`src/rtl/bcd_down_timer_if.sv`:
```
// Bus between the tick/control source and the BCD down-timer.
// The master drives the control inputs and the preset; the slave (the
// timer) returns the count and status flags.
interface bcd_down_timer_if #(
  parameter int DIGITS = 2
);
  logic                  load;
  logic [4*DIGITS-1:0]   load_val;
  logic                  start;
  logic                  pause;
  logic                  tick;
  logic [4*DIGITS-1:0]   q;
  logic                  running;
  logic                  done;
  logic                  zero_pulse;

  modport master (
    output load, load_val, start, pause, tick,
    input  q, running, done, zero_pulse
  );

  modport slave (
    input  load, load_val, start, pause, tick,
    output q, running, done, zero_pulse
  );
endinterface

```
`src/rtl/bcd_down_timer.sv`:
```
// Loadable multi-digit BCD down-counter with a load/start/pause/expiry FSM.
//
// state    | meaning
// ---------+--------------------------------------------------------------
// S_IDLE   | preset held, waiting for start (also after load/reset)
// S_RUN    | counting; one BCD decrement per cycle with tick high
// S_PAUSED | count frozen, start (without pause) resumes
// S_DONE   | count reached zero; only load or reset leaves
//
// Control priority per cycle: reset > load > pause > start > tick.
// All outputs are registers updated together with the state.
module bcd_down_timer #(
  parameter int DIGITS = 2
) (
  input  logic              clk,
  input  logic              reset,
  bcd_down_timer_if.slave   bus
);

  typedef enum logic [1:0] {
    S_IDLE   = 2'd0,
    S_RUN    = 2'd1,
    S_PAUSED = 2'd2,
    S_DONE   = 2'd3
  } state_t;

  state_t              state;
  logic [4*DIGITS-1:0] q_r;
  logic                running_r;
  logic                done_r;
  logic                zero_pulse_r;

  logic [4*DIGITS-1:0] dec_q;
  logic [4*DIGITS-1:0] clamp_val;
  logic                q_is_zero;
  logic                dec_is_zero;

  // Single-cycle BCD decrement: the borrow ripples combinationally from
  // digit 0 upward and stops at the first non-zero digit.
  always_comb begin
    logic borrow;
    dec_q  = q_r;
    borrow = 1'b1;
    for (int i = 0; i < DIGITS; i++) begin
      if (borrow) begin
        if (q_r[4*i +: 4] == 4'd0) begin
          dec_q[4*i +: 4] = 4'd9;
        end else begin
          dec_q[4*i +: 4] = q_r[4*i +: 4] - 4'd1;
          borrow          = 1'b0;
        end
      end
    end
  end

  // Preset digits outside 0..9 are stored as 9.
  always_comb begin
    clamp_val = '0;
    for (int i = 0; i < DIGITS; i++) begin
      if (bus.load_val[4*i +: 4] > 4'd9) begin
        clamp_val[4*i +: 4] = 4'd9;
      end else begin
        clamp_val[4*i +: 4] = bus.load_val[4*i +: 4];
      end
    end
  end

  assign q_is_zero   = (q_r == '0);
  assign dec_is_zero = (dec_q == '0);

  // Control FSM with registered count and status outputs.
  always_ff @(posedge clk) begin
    if (reset) begin
      state        <= S_IDLE;
      q_r          <= '0;
      running_r    <= 1'b0;
      done_r       <= 1'b0;
      zero_pulse_r <= 1'b0;
    end else if (bus.load) begin
      state        <= S_IDLE;
      q_r          <= clamp_val;
      running_r    <= 1'b0;
      done_r       <= 1'b0;
      zero_pulse_r <= 1'b0;
    end else begin
      zero_pulse_r <= 1'b0;
      case (state)
        S_IDLE: begin
          // pause outranks start, so start is honoured only with pause low
          if (bus.start && !bus.pause) begin
            if (q_is_zero) begin
              state        <= S_DONE;
              done_r       <= 1'b1;
              zero_pulse_r <= 1'b1;
            end else begin
              state     <= S_RUN;
              running_r <= 1'b1;
            end
          end
        end
        S_RUN: begin
          if (bus.pause) begin
            state     <= S_PAUSED;
            running_r <= 1'b0;
          end else if (bus.tick && !q_is_zero) begin
            q_r <= dec_q;
            if (dec_is_zero) begin
              state        <= S_DONE;
              running_r    <= 1'b0;
              done_r       <= 1'b1;
              zero_pulse_r <= 1'b1;
            end
          end
        end
        S_PAUSED: begin
          if (bus.start && !bus.pause) begin
            state     <= S_RUN;
            running_r <= 1'b1;
          end
        end
        S_DONE: begin
          done_r <= 1'b1;
        end
        default: begin
          state     <= S_IDLE;
          running_r <= 1'b0;
          done_r    <= 1'b0;
        end
      endcase
    end
  end

  assign bus.q          = q_r;
  assign bus.running    = running_r;
  assign bus.done       = done_r;
  assign bus.zero_pulse = zero_pulse_r;

endmodule
```
`src/flat_wrapper.sv`:
```
// flat-port wrapper written by rule: the top's interface ports become plain ports
module bcd_down_timer_flat 
#(
  parameter int DIGITS = 2
)
  (clk, reset, bus_load, bus_load_val, bus_start, bus_pause, bus_tick, bus_q, bus_running, bus_done, bus_zero_pulse);
  bcd_down_timer_if #(.DIGITS(DIGITS)) bus_i ();
  input  logic clk;
  input  logic reset;
  input wire logic [$bits(bus_i.load)-1:0] bus_load;
  input wire logic [$bits(bus_i.load_val)-1:0] bus_load_val;
  input wire logic [$bits(bus_i.start)-1:0] bus_start;
  input wire logic [$bits(bus_i.pause)-1:0] bus_pause;
  input wire logic [$bits(bus_i.tick)-1:0] bus_tick;
  output wire logic [$bits(bus_i.q)-1:0] bus_q;
  output wire logic [$bits(bus_i.running)-1:0] bus_running;
  output wire logic [$bits(bus_i.done)-1:0] bus_done;
  output wire logic [$bits(bus_i.zero_pulse)-1:0] bus_zero_pulse;
  assign bus_i.load = bus_load;
  assign bus_i.load_val = bus_load_val;
  assign bus_i.start = bus_start;
  assign bus_i.pause = bus_pause;
  assign bus_i.tick = bus_tick;
  assign bus_q = bus_i.q;
  assign bus_running = bus_i.running;
  assign bus_done = bus_i.done;
  assign bus_zero_pulse = bus_i.zero_pulse;
  bcd_down_timer #(.DIGITS(DIGITS)) u_core (.clk(clk), .reset(reset), .bus(bus_i));
endmodule
```
`config.mk`:
```
export PLATFORM = sky130hd
export DESIGN_NAME = bcd_down_timer_flat
export DESIGN_NICKNAME = d
export VERILOG_FILES = /design/src/rtl/bcd_down_timer_if.sv /design/src/rtl/bcd_down_timer.sv /design/src/flat_wrapper.sv
export SDC_FILE = /design/constraint.sdc
export NUM_CORES = 1
export LEC_CHECK = 0
export CAP_MARGIN = 20
export CORE_MARGIN = 1
export CORE_UTILIZATION = 50
export CTS_BUF_LIST = sky130_fd_sc_hd__clkbuf_8
export CTS_CLUSTER_DIAMETER = 100
export DETAILED_ROUTE_END_ITERATION = 6
export GPL_ROUTABILITY_DRIVEN = 0
export PLACE_DENSITY_LB_ADDON = 0.08
export SETUP_SLACK_MARGIN = 0.1
export SLEW_MARGIN = 5
export SYNTH_ARGS = -nofsm -noshare
export SYNTH_HDL_FRONTEND = slang
export SYNTH_SLANG_ARGS = --single-unit
```
`constraint.sdc`:
```
create_clock -name clk -period 4 [get_ports clk]
set_input_delay 0.8 -clock clk [delete_from_list [all_inputs] [get_ports clk]]
set_output_delay 0.8 -clock clk [all_outputs]
set_load 0.005 [all_outputs]
```
==> results of run 1 <==
-- final timing paths --
| check | start | end | slack (ns) | cells after the start |
|---|---|---|---|---|
| max reg2reg | u_core.bus.q[1] | u_core.bus.q[4] | 2.16 | 4 |
| min | u_core.bus.done | u_core.bus.done | 0.48 | 1 |
| min reg2reg | u_core.bus.done | u_core.bus.done | 0.48 | 1 |
| max | bus_tick | u_core.bus.q[7] | 1.73 | 5 |
-- Yosys cell counts, types with 3 or more instances --
cell and n:
nand2_1 8, a21oi_1 7, a211oi_1 4, o21ai_0 3, mux2i_1 3, nor3_1 4
inv_1 5, nor2b_1 3, ha_1 4, nor2_1 8, dfxtp_1 13
-- registers in the layout (all words and copies together) (netlist names) --
name,count
u_core.state,2
u_core.bus.running,1
u_core.bus.done,1
u_core.bus.zero_pulse,1
u_core.bus.q,8
-- cell type report --
type,count,share of cell area
Timing Repair Buffer,24,0.214
Inverter,5,0.0167
Clock inverter,1,0.00335
Clock buffer,3,0.0368
Sequential cell,13,0.232
Multi-Input combinational cell,78,0.479
Tap cell,16,0.0179
-- routing by layer --
| layer | vias up | track usage | routed length, µm | part of all wire |
|---|---|---|---|---|
| li1 | 432 | - | - | - |
| met1 | 410 | 0.302 | 897 | 0.47 |
| met2 | 34 | 0.382 | 894 | 0.47 |
| met3 | 2 | 0.0638 | 118 | 0.061 |
| met4 | 0 | 0.0727 | 9 | 0.0047 |
| met5 | - | 0 | 0 | 0 |
-- worst max-delay path: stages --
cell and delay (ns):
clkdlybuf4s50_1 0.55, nor4bb_1 0.42, nand2_1 0.13, o311ai_0 0.36, a21oi_1 0.12
-- stage by stage --
step / utilization / cell area (µm²)
after floorplan: - / 840
after global placement: 0.698 / 1080
after detailed placement: 0.698 / 1080
after CTS: 0.727 / 1120
after global routing: 0.727 / 1120
final: 0.727 / 1120
-- kinds of logic (layout without fill, tap and decap cells) --
family | Yosys count | in the layout | share of synthesized area
fa+ha+maj | 4 | 4 | 0.0596
mux | 3 | 3 | 0.0358
buf+inv | 9 | 33 | 0.0507
xor+xnor | 1 | 1 | 0.0104
compound gates | 30 | 30 | 0.252
flops | 13 | 13 | 0.310
simple gates | 40 | 40 | 0.282
-- power by group through the flow --
stage / clock network, mW / logic (mW) / registers (mW)
CTS: 0.119 / 0.0762 / 0.147
floorplan: 0 / 0.0437 / 0.148
detailed placement: 0 / 0.0756 / 0.149
global route: 0.123 / 0.0839 / 0.148
finish: 0.116 / 0.0764 / 0.147
global placement: 0 / 0.0747 / 0.149
==> qor.txt, run 1 <==
Routed wire per std cell: 13.7 µm
Outcome: finished clean
Finish-stage setup viols: 0
Cell variety after synth: 41
Congestion Overflow GR: 0
Post-CTS Hold Fix Bufs: 0
Avg Inst Size Synth: 8.40 µm²
Port-buffer cells: 24
Hold_ws: 0.482 ns
Number of buffers created by CTS: 3
Root Buffer: clkbuf_8
Htree depth: 1
Max-cap violations: 0
Initial antenna violation count: 0
Top_reg_cell synth: dfxtp_1
Worst-path fanout max: 5
Antenna Nets Post-Route: 0
Filler Cell Count: 121
Place WS: 1.53 ns
DP Wirelength: 1440 µm
Top cells by area, synth: dfxtp_1, ha_1, a21oi_1
Pwr per Cell Area: 303 nW/µm²
Slew HR: 0.592
Final worst setup slack: 1.73 ns
Worst-Skew Late Latency: 0.24 ns
CP required: 4.12 ns
Worst slew pin tran: 0.606 ns
Net Sw Frac: 0.276
Synth-to-Final Area Change: 33.5%
Setup Buffers After CTS: 0
Hold Violations, Final: 0
Post-synthesis sequential area ratio: 0.310
Net Sw Power: 0.0936 mW
Reg area: 260 µm²
Non-filler cells, final: 140
Initial core utilization: 0.545
Cell Int Power: 0.246 mW
Sequential share of power: 0.432
Post-synth EDFFs: 0
FP Rows: 14
Mapped Nets: 118
CTS tree: done
Most common cell after layout, fill and taps aside: clkdlybuf4s50_1
Yosys warns: 0
Final net count: 143
Critical path startpoint category: input pin
Area of the multi-input gates: 537 µm²
Largest area contributor in the netlist: dfxtp_1
Total Wirelength: 1920 µm
Setup TNS Final: 0 ns
Remaining DRCs: 0
Core area: 1540 µm²
Total power: 0.339 mW
Synth top area share: 0.310
Max clock buf depth: 2
Placed insts: 136
Vias: 878
Max IR drop VDD: 0.282 mV
Vias in the first global route: 782
Worst Hold Class: register to register
Crit share post-route: 0.566
Post_cts resized: 0
Comb pwr share: 0.225
CP Class: input pin to register
Drt pass-1 iters: 4
Clk sinks: 13
RSZ-0062 raised after global routing: no
Mapped Area: 840 µm²
Vias per cell: 6.27
Largest net degree at the start of global routing: 11
Starting DRT DRC Count: 27
Final setup skew: 0.00248 ns
Max Slew Vio Count: 0
Max Clk Rate: 441 MHz
Global-route usage over all layers: 0.235
# diodes: 0
Pleak: 0.392 nW
Top Ports: 25
CP arrival: 2.38 ns
Worst setup EP type: register
Asr flop ratio synth: 0
First-pass GRT wire length: 3280 µm
Clk pwr share: 0.342
Synth Register Bits: 13
CTS clk-pin slew, worst paths: 0.06 ns
Commonest cells after routing, fill and taps aside: clkdlybuf4s50_1, dfxtp_1, nand2_1, nor2_1, a21oi_1
Die width: 43.0 µm
Total die area: 1850 µm²
Die Height: 43.0 µm
Minimum clock period after layout: 2.27 ns
Layout cells sized above 1: 0.0726
Cells after Synth: 100
(Power assumes the default switching activity.)
==> inputs of run 2 (changes only) <==
- CORE_UTILIZATION: 50 -> 48
- clock period: 4 -> 2.13 ns (I/O delays scaled with it)
==> run 2 against run 1 <==
  * The run now ends with DRC left
  * Global-route usage is 0.76 points higher
  * Clock power is 88% higher
  * Sequential share of layout area is 0.61 points lower
  * First-iteration DRC count is 26% lower
  * Count of clock-buffer cells in the layout stayed put
  * Critical path depth stayed put
==> qor.txt, run 2 (synthesis results as in run 1) <==
Outcome: complete, but fails checks (was finished clean)
Violated checks: DRC
Largest net degree at the start of global routing: 10 (was 11)
Max-cap violations: 0 (unchanged)
Hold_ws: 0.484 ns (was 0.482 ns)
Worst slew pin tran: 0.410 ns (was 0.606 ns)
Placed insts: 140 (was 136)
Vias per cell: 6.09 (was 6.27)
Worst reg-to-reg path cell count: 4 (unchanged)
CTS tree: done (unchanged)
Sequential share of power: 0.425 (was 0.432)
First-pass GRT wire length: 3430 µm (was 3280 µm)
Worst-Skew Late Latency: 0.24 ns (about the same)
Remaining DRCs: 2 (was 0)
RSZ-0062 raised after global routing: no (unchanged)
CTS clk-pin slew, worst paths: 0.06 ns (about the same)
CP arrival: 2.04 ns (was 2.38 ns)
Pwr per Cell Area: 563 nW/µm² (was 303 nW/µm²)
R2R setup slack: 0.26 ns (was 2.16 ns)
Worst Hold Class: register to register (unchanged)
Worst-path fanout max: 5 (unchanged)
CP peak stage delay: 0.55 ns (about the same)
Htree depth: 1 (unchanged)
Max IR drop VDD: 0.361 mV (was 0.282 mV)
Initial antenna violation count: 0 (unchanged)
Die width: 43.8 µm (was 43.0 µm)
Layout cells sized above 1: 0.102 (was 0.0726)
Post-CTS Hold Fix Bufs: 0 (unchanged)
Place WS: 0.0430 ns (was 1.53 ns)
Die Height: 43.8 µm (was 43.0 µm)
Max Clk Rate: 530 MHz
Cells on Worst Hold Path: 1 (unchanged)
Starting DRT DRC Count: 20 (was 27)
CP Class: input pin to register (unchanged)
Net Sw Power: 0.180 mW (was 0.0936 mW)
Minimum clock period after layout: 1.89 ns
Drt pass-1 iters: 6 (was 4)
# diodes: 0 (unchanged)
Antenna Nets Post-Route: 0 (unchanged)
Min-delay src: u_core.bus.done (unchanged)
Initial core utilization: 0.533 (was 0.545)
Comb pwr share: 0.239 (was 0.225)
Number of buffers created by CTS: 3 (unchanged)
Finish-stage setup viols: 0 (unchanged)
Congestion Overflow GR: 0 (unchanged)
FP Rows: 14 (unchanged)
FF-to-FF End: u_core.bus.q[3] (was u_core.bus.q[4])
Cells along the critical path: clkdlybuf4s50_1, nor4bb_1, o211ai_1, xor2_1, a221oi_1 (was clkdlybuf4s50_1, nor4bb_1, nand2_1, o311ai_0, a21oi_1)
Total die area: 1920 µm² (was 1850 µm²)
Setup TNS Final: 0 ns (unchanged)
Final net count: 147 (was 143)
Cell Int Power: 0.468 mW (was 0.246 mW)
Clk pwr share: 0.337 (was 0.342)
Commonest cells after routing, fill and taps aside: clkdlybuf4s50_1, dfxtp_1, nand2_1, nor2_1, a21oi_1 (unchanged)
Total Wirelength: 2130 µm (was 1920 µm)
Hold worst-path end: u_core.bus.done (unchanged)
Synth-to-Final Area Change: 37.1% (was 33.5%)
Crit share post-route: 0.885
R2R Path Start: u_core.bus.q[1] (unchanged)
Critical path startpoint category: input pin (unchanged)
Total power: 0.648 mW (was 0.339 mW)
Routed wire per std cell: 14.8 µm (was 13.7 µm)
Final setup skew: 0.00212 ns (was 0.00248 ns)
Net Sw Frac: 0.278 (was 0.276)
Largest register FFs: 8 (unchanged)
Top Ports: 25 (unchanged)
Filler Cell Count: 124 (was 121)
Vias in the first global route: 788 (was 782)
CP required: 2.28 ns (was 4.12 ns)
Max clock buf depth: 2 (unchanged)
Non-filler cells, final: 144 (was 140)
Setup Buffers After CTS: 0 (unchanged)
Port-buffer cells: 24 (unchanged)
Final worst setup slack: 0.245 ns (was 1.73 ns)
Vias: 877 (was 878)
Worst setup EP type: register (unchanged)
Clk sinks: 13 (unchanged)
Hold Violations, Final: 0 (unchanged)
Most common cell after layout, fill and taps aside: clkdlybuf4s50_1 (unchanged)
Post_cts resized: 0 (unchanged)
Critical-path top delay cell: clkdlybuf4s50_1 (unchanged)
Crit path from: bus_tick (unchanged)
Slew HR: 0.723 (was 0.592)
Global-route usage over all layers: 0.242 (was 0.235)
DP Wirelength: 1580 µm (was 1440 µm)
Max Slew Vio Count: 0 (unchanged)
Pleak: 0.412 nW (was 0.392 nW)
Core area: 1580 µm² (was 1540 µm²)
Root Buffer: clkbuf_8 (unchanged)
-- run 2: how the worst max path moves through the flow --
stage / cells past startpoint / end / slack, ns
after floorplan: 6 / u_core.bus.q[4] / 0.41
after global placement: 5 / u_core.bus.q[4] / 0.09
after detailed placement: 5 / u_core.bus.q[4] / 0.04
after CTS: 5 / u_core.bus.q[4] / 0.27
after global routing: 5 / u_core.bus.q[4] / 0.19
final: 5 / u_core.bus.q[4] / 0.24
-- run 2: stage by stage --
step | util | area, µm²
floorplan | - | 840
global placement | 0.702 | 1110
detailed placement | 0.702 | 1110
CTS | 0.730 | 1150
global route | 0.730 | 1150
finish | 0.730 | 1150
-- run 2: power by group through the flow --
| stage | clock network [mW] | registers [mW] | logic (mW) |
|---|---|---|---|
| 2_1_floorplan | 0 | 0.277 | 0.0821 |
| 3_3_place_gp | 0 | 0.280 | 0.148 |
| 3_5_place_dp | 0 | 0.280 | 0.151 |
| 4_1_cts | 0.221 | 0.275 | 0.154 |
| 5_1_grt | 0.233 | 0.278 | 0.169 |
| 6_report | 0.218 | 0.275 | 0.155 |
-- run 2: area by class of cell --
cell class	instances	area [µm²]	area share
Sequential cell	13	260	0.226
Inverter	5	18.8	0.0163
Tap cell	16	20.0	0.0174
Multi-Input combinational cell	78	537	0.466
Timing Repair Buffer	28	270	0.235
Clock buffer	3	41.3	0.0359
Clock inverter	1	3.75	0.00326
-- run 2: metal layers --
| layer | track usage | vias up | wire (µm) |
|---|---|---|---|
| met1 | 0.323 | 412 | 971 |
| met4 | 0.0563 | 0 | 0 |
| li1 | - | 437 | - |
| met2 | 0.409 | 28 | 1050 |
| met3 | 0.0375 | 0 | 107 |
| met5 | 0 | - | 0 |
-- run 2: critical path, delay by kind of cell --
kind / cells / cell delay [ns]
compound gates: 2 / 0.43
xor+xnor: 1 / 0.18
buf+inv: 1 / 0.55
simple gates: 1 / 0.44
==> inputs of run 3 (changes only) <==
- CORE_MARGIN: 1 -> 2
==> run 3 against run 2 <==
  * Sequential share of layout area is 0.17 points lower
  * Routed wire length is 11% lower
  * Setup slack better by 0.013 ns
  * Critical endpoint unchanged
  * The run now ends clean
  * Total power is 0.47% lower
  * Critical path depth stayed put
  * Die area is 9.3% higher
  * Largest cell class unchanged
  * Flip-flop and latch count stayed put
  * Clock skew is 0.0030 ns higher
  * Largest power group unchanged
==> qor.txt, run 3 (synthesis results as in run 1) <==
Vias: 851 (was 877)
Crit share post-route: 0.879 (was 0.885)
Post-placement cell area: 1110 µm² (about the same)
Core area: 1690 µm² (was 1580 µm²)
Final worst setup slack: 0.258 ns (was 0.245 ns)
Root Buffer: clkbuf_8 (unchanged)
CP Class: input pin to register (unchanged)
CP arrival: 2.01 ns (was 2.04 ns)
Total die area: 2100 µm² (was 1920 µm²)
Max IR drop VDD: 0.647 mV (was 0.361 mV)
Global-route usage over all layers: 0.214 (was 0.242)
Largest register FFs: 8 (unchanged)
Critical path destination: u_core.bus.q[4] (unchanged)
Filler Cell Count: 154 (was 124)
Met1 Use GR: 0.298 (was 0.323)
Final setup skew: 0.00512 ns (was 0.00212 ns)
CP required: 2.27 ns (was 2.28 ns)
Initial core utilization: 0.497 (was 0.533)
FF-to-FF End: u_core.bus.q[4] (was u_core.bus.q[3])
Worst-Skew Late Latency: 0.24 ns (about the same)
Number of buffers created by CTS: 3 (unchanged)
Pwr per Cell Area: 556 nW/µm² (was 563 nW/µm²)
Worst-path fanout max: 5 (unchanged)
Final net count: 148 (was 147)
FP Rows: 15 (was 14)
Worst reg-to-reg path cell count: 4 (unchanged)
Antenna Nets Post-Route: 0 (unchanged)
Hold_ws: 0.483 ns (was 0.484 ns)
Die Height: 45.8 µm (was 43.8 µm)
Most common cell after layout, fill and taps aside: clkdlybuf4s50_1 (unchanged)
Die width: 45.8 µm (was 43.8 µm)
RSZ-0062 raised after global routing: no (unchanged)
Commonest cells after routing, fill and taps aside: clkdlybuf4s50_1, dfxtp_1, nand2_1, nor2_1, a21oi_1 (unchanged)
Met3 Use GR: 0.0714 (was 0.0375)
Initial antenna violation count: 0 (unchanged)
Finish-stage setup viols: 0 (unchanged)
DP Wirelength: 1490 µm (was 1580 µm)
M2 GR Usage: 0.315 (was 0.409)
Vias in the first global route: 752 (was 788)
Post-CTS Hold Fix Bufs: 0 (unchanged)
Port-buffer cells: 24 (unchanged)
Routed wire per std cell: 13.0 µm (was 14.8 µm)
Critical path startpoint category: input pin (unchanged)
Minimum clock period after layout: 1.87 ns (was 1.89 ns)
Worst Hold Class: register to register (unchanged)
R2R setup slack: 0.30 ns (was 0.26 ns)
Worst setup EP type: register (unchanged)
Remaining DRCs: 0 (was 2)
R2R Path Start: u_core.bus.q[2] (was u_core.bus.q[1])
Max clock buf depth: 2 (unchanged)
Total Wirelength: 1900 µm (was 2130 µm)
Layout cells sized above 1: 0.109 (was 0.102)
Pleak: 0.417 nW (was 0.412 nW)
# diodes: 0 (unchanged)
Largest net degree at the start of global routing: 10 (unchanged)
CTS clk-pin slew, worst paths: 0.05 ns (was 0.06 ns)
Slew HR: 0.666 (was 0.723)
Clk sinks: 13 (unchanged)
Setup Buffers After CTS: 0 (unchanged)
Post_cts resized: 0 (unchanged)
Outcome: finished clean (was complete, but fails checks)
Max-cap violations: 0 (unchanged)
Grt peak-use layer: met2 (unchanged)
Drt pass-1 iters: 4 (was 6)
Max Clk Rate: 534 MHz (was 530 MHz)
Final core occ: 0.687 (was 0.730)
Synth-to-Final Area Change: 38.2% (was 37.1%)
Crit path from: bus_tick (unchanged)
Setup TNS Final: 0 ns (unchanged)
Starting DRT DRC Count: 20 (unchanged)
Place WS: 0.0312 ns (was 0.0430 ns)
Htree depth: 1 (unchanged)
Vias per cell: 5.83 (was 6.09)
CTS tree: done (unchanged)
Top Ports: 25 (unchanged)
First-pass GRT wire length: 3240 µm (was 3430 µm)
Congestion Overflow GR: 0 (unchanged)
Max Slew Vio Count: 0 (unchanged)
Worst slew pin tran: 0.497 ns (was 0.410 ns)
Hold Violations, Final: 0 (unchanged)
Final Cell Area: 1160 µm² (was 1150 µm²)
run 3: layout make-up:
class	instances	area [µm²]	area share
Clock buffer	3	41.3	0.0356
Sequential cell	13	260	0.224
Tap cell	17	21.3	0.0183
Timing Repair Buffer	29	278	0.239
Inverter	5	18.8	0.0162
Clock inverter	1	3.75	0.00324
Multi-Input combinational cell	78	537	0.463
run 3: worst min path at each step:
stage                     cells after the start  slack [ns]               start            endpoint
final                                         1        0.48     u_core.bus.done     u_core.bus.done
after floorplan                               2        0.47     u_core.state[1]     u_core.state[1]
after global placement                        1        0.47     u_core.bus.done     u_core.bus.done
after global routing                          2        0.53  u_core.bus.running  u_core.bus.running
after detailed placement                      1        0.48     u_core.bus.done     u_core.bus.done
after CTS                                     1        0.49     u_core.bus.done     u_core.bus.done
run 3: worst max-delay path: stages:
cell and delay [ns]:
clkdlybuf4s50_1 0.55, nor4bb_1 0.40, o211ai_1 0.20, xor2_1 0.18, a221oi_1 0.25
run 3: stage by stage:
step / instances / total power [mW]
3_5_place_dp: 142 / 0.433
4_1_cts: 146 / 0.651
5_1_grt: 146 / 0.686
6_report: 146 / 0.645
2_1_floorplan: 100 / 0.359
3_3_place_gp: 142 / 0.431
run 3: power by group:
part	total, mW	switching [mW]	internal, mW
clock	0.215	0.0882	0.127
combinational	0.156	0.0709	0.0850
sequential	0.274	0.0165	0.257
total	0.645	0.176	0.469
run 3: layer usage:
layer	wire (µm)	vias up
li1	-	439
met1	908	374
met2	808	36
met3	170	2
met4	11	0
met5	0	-
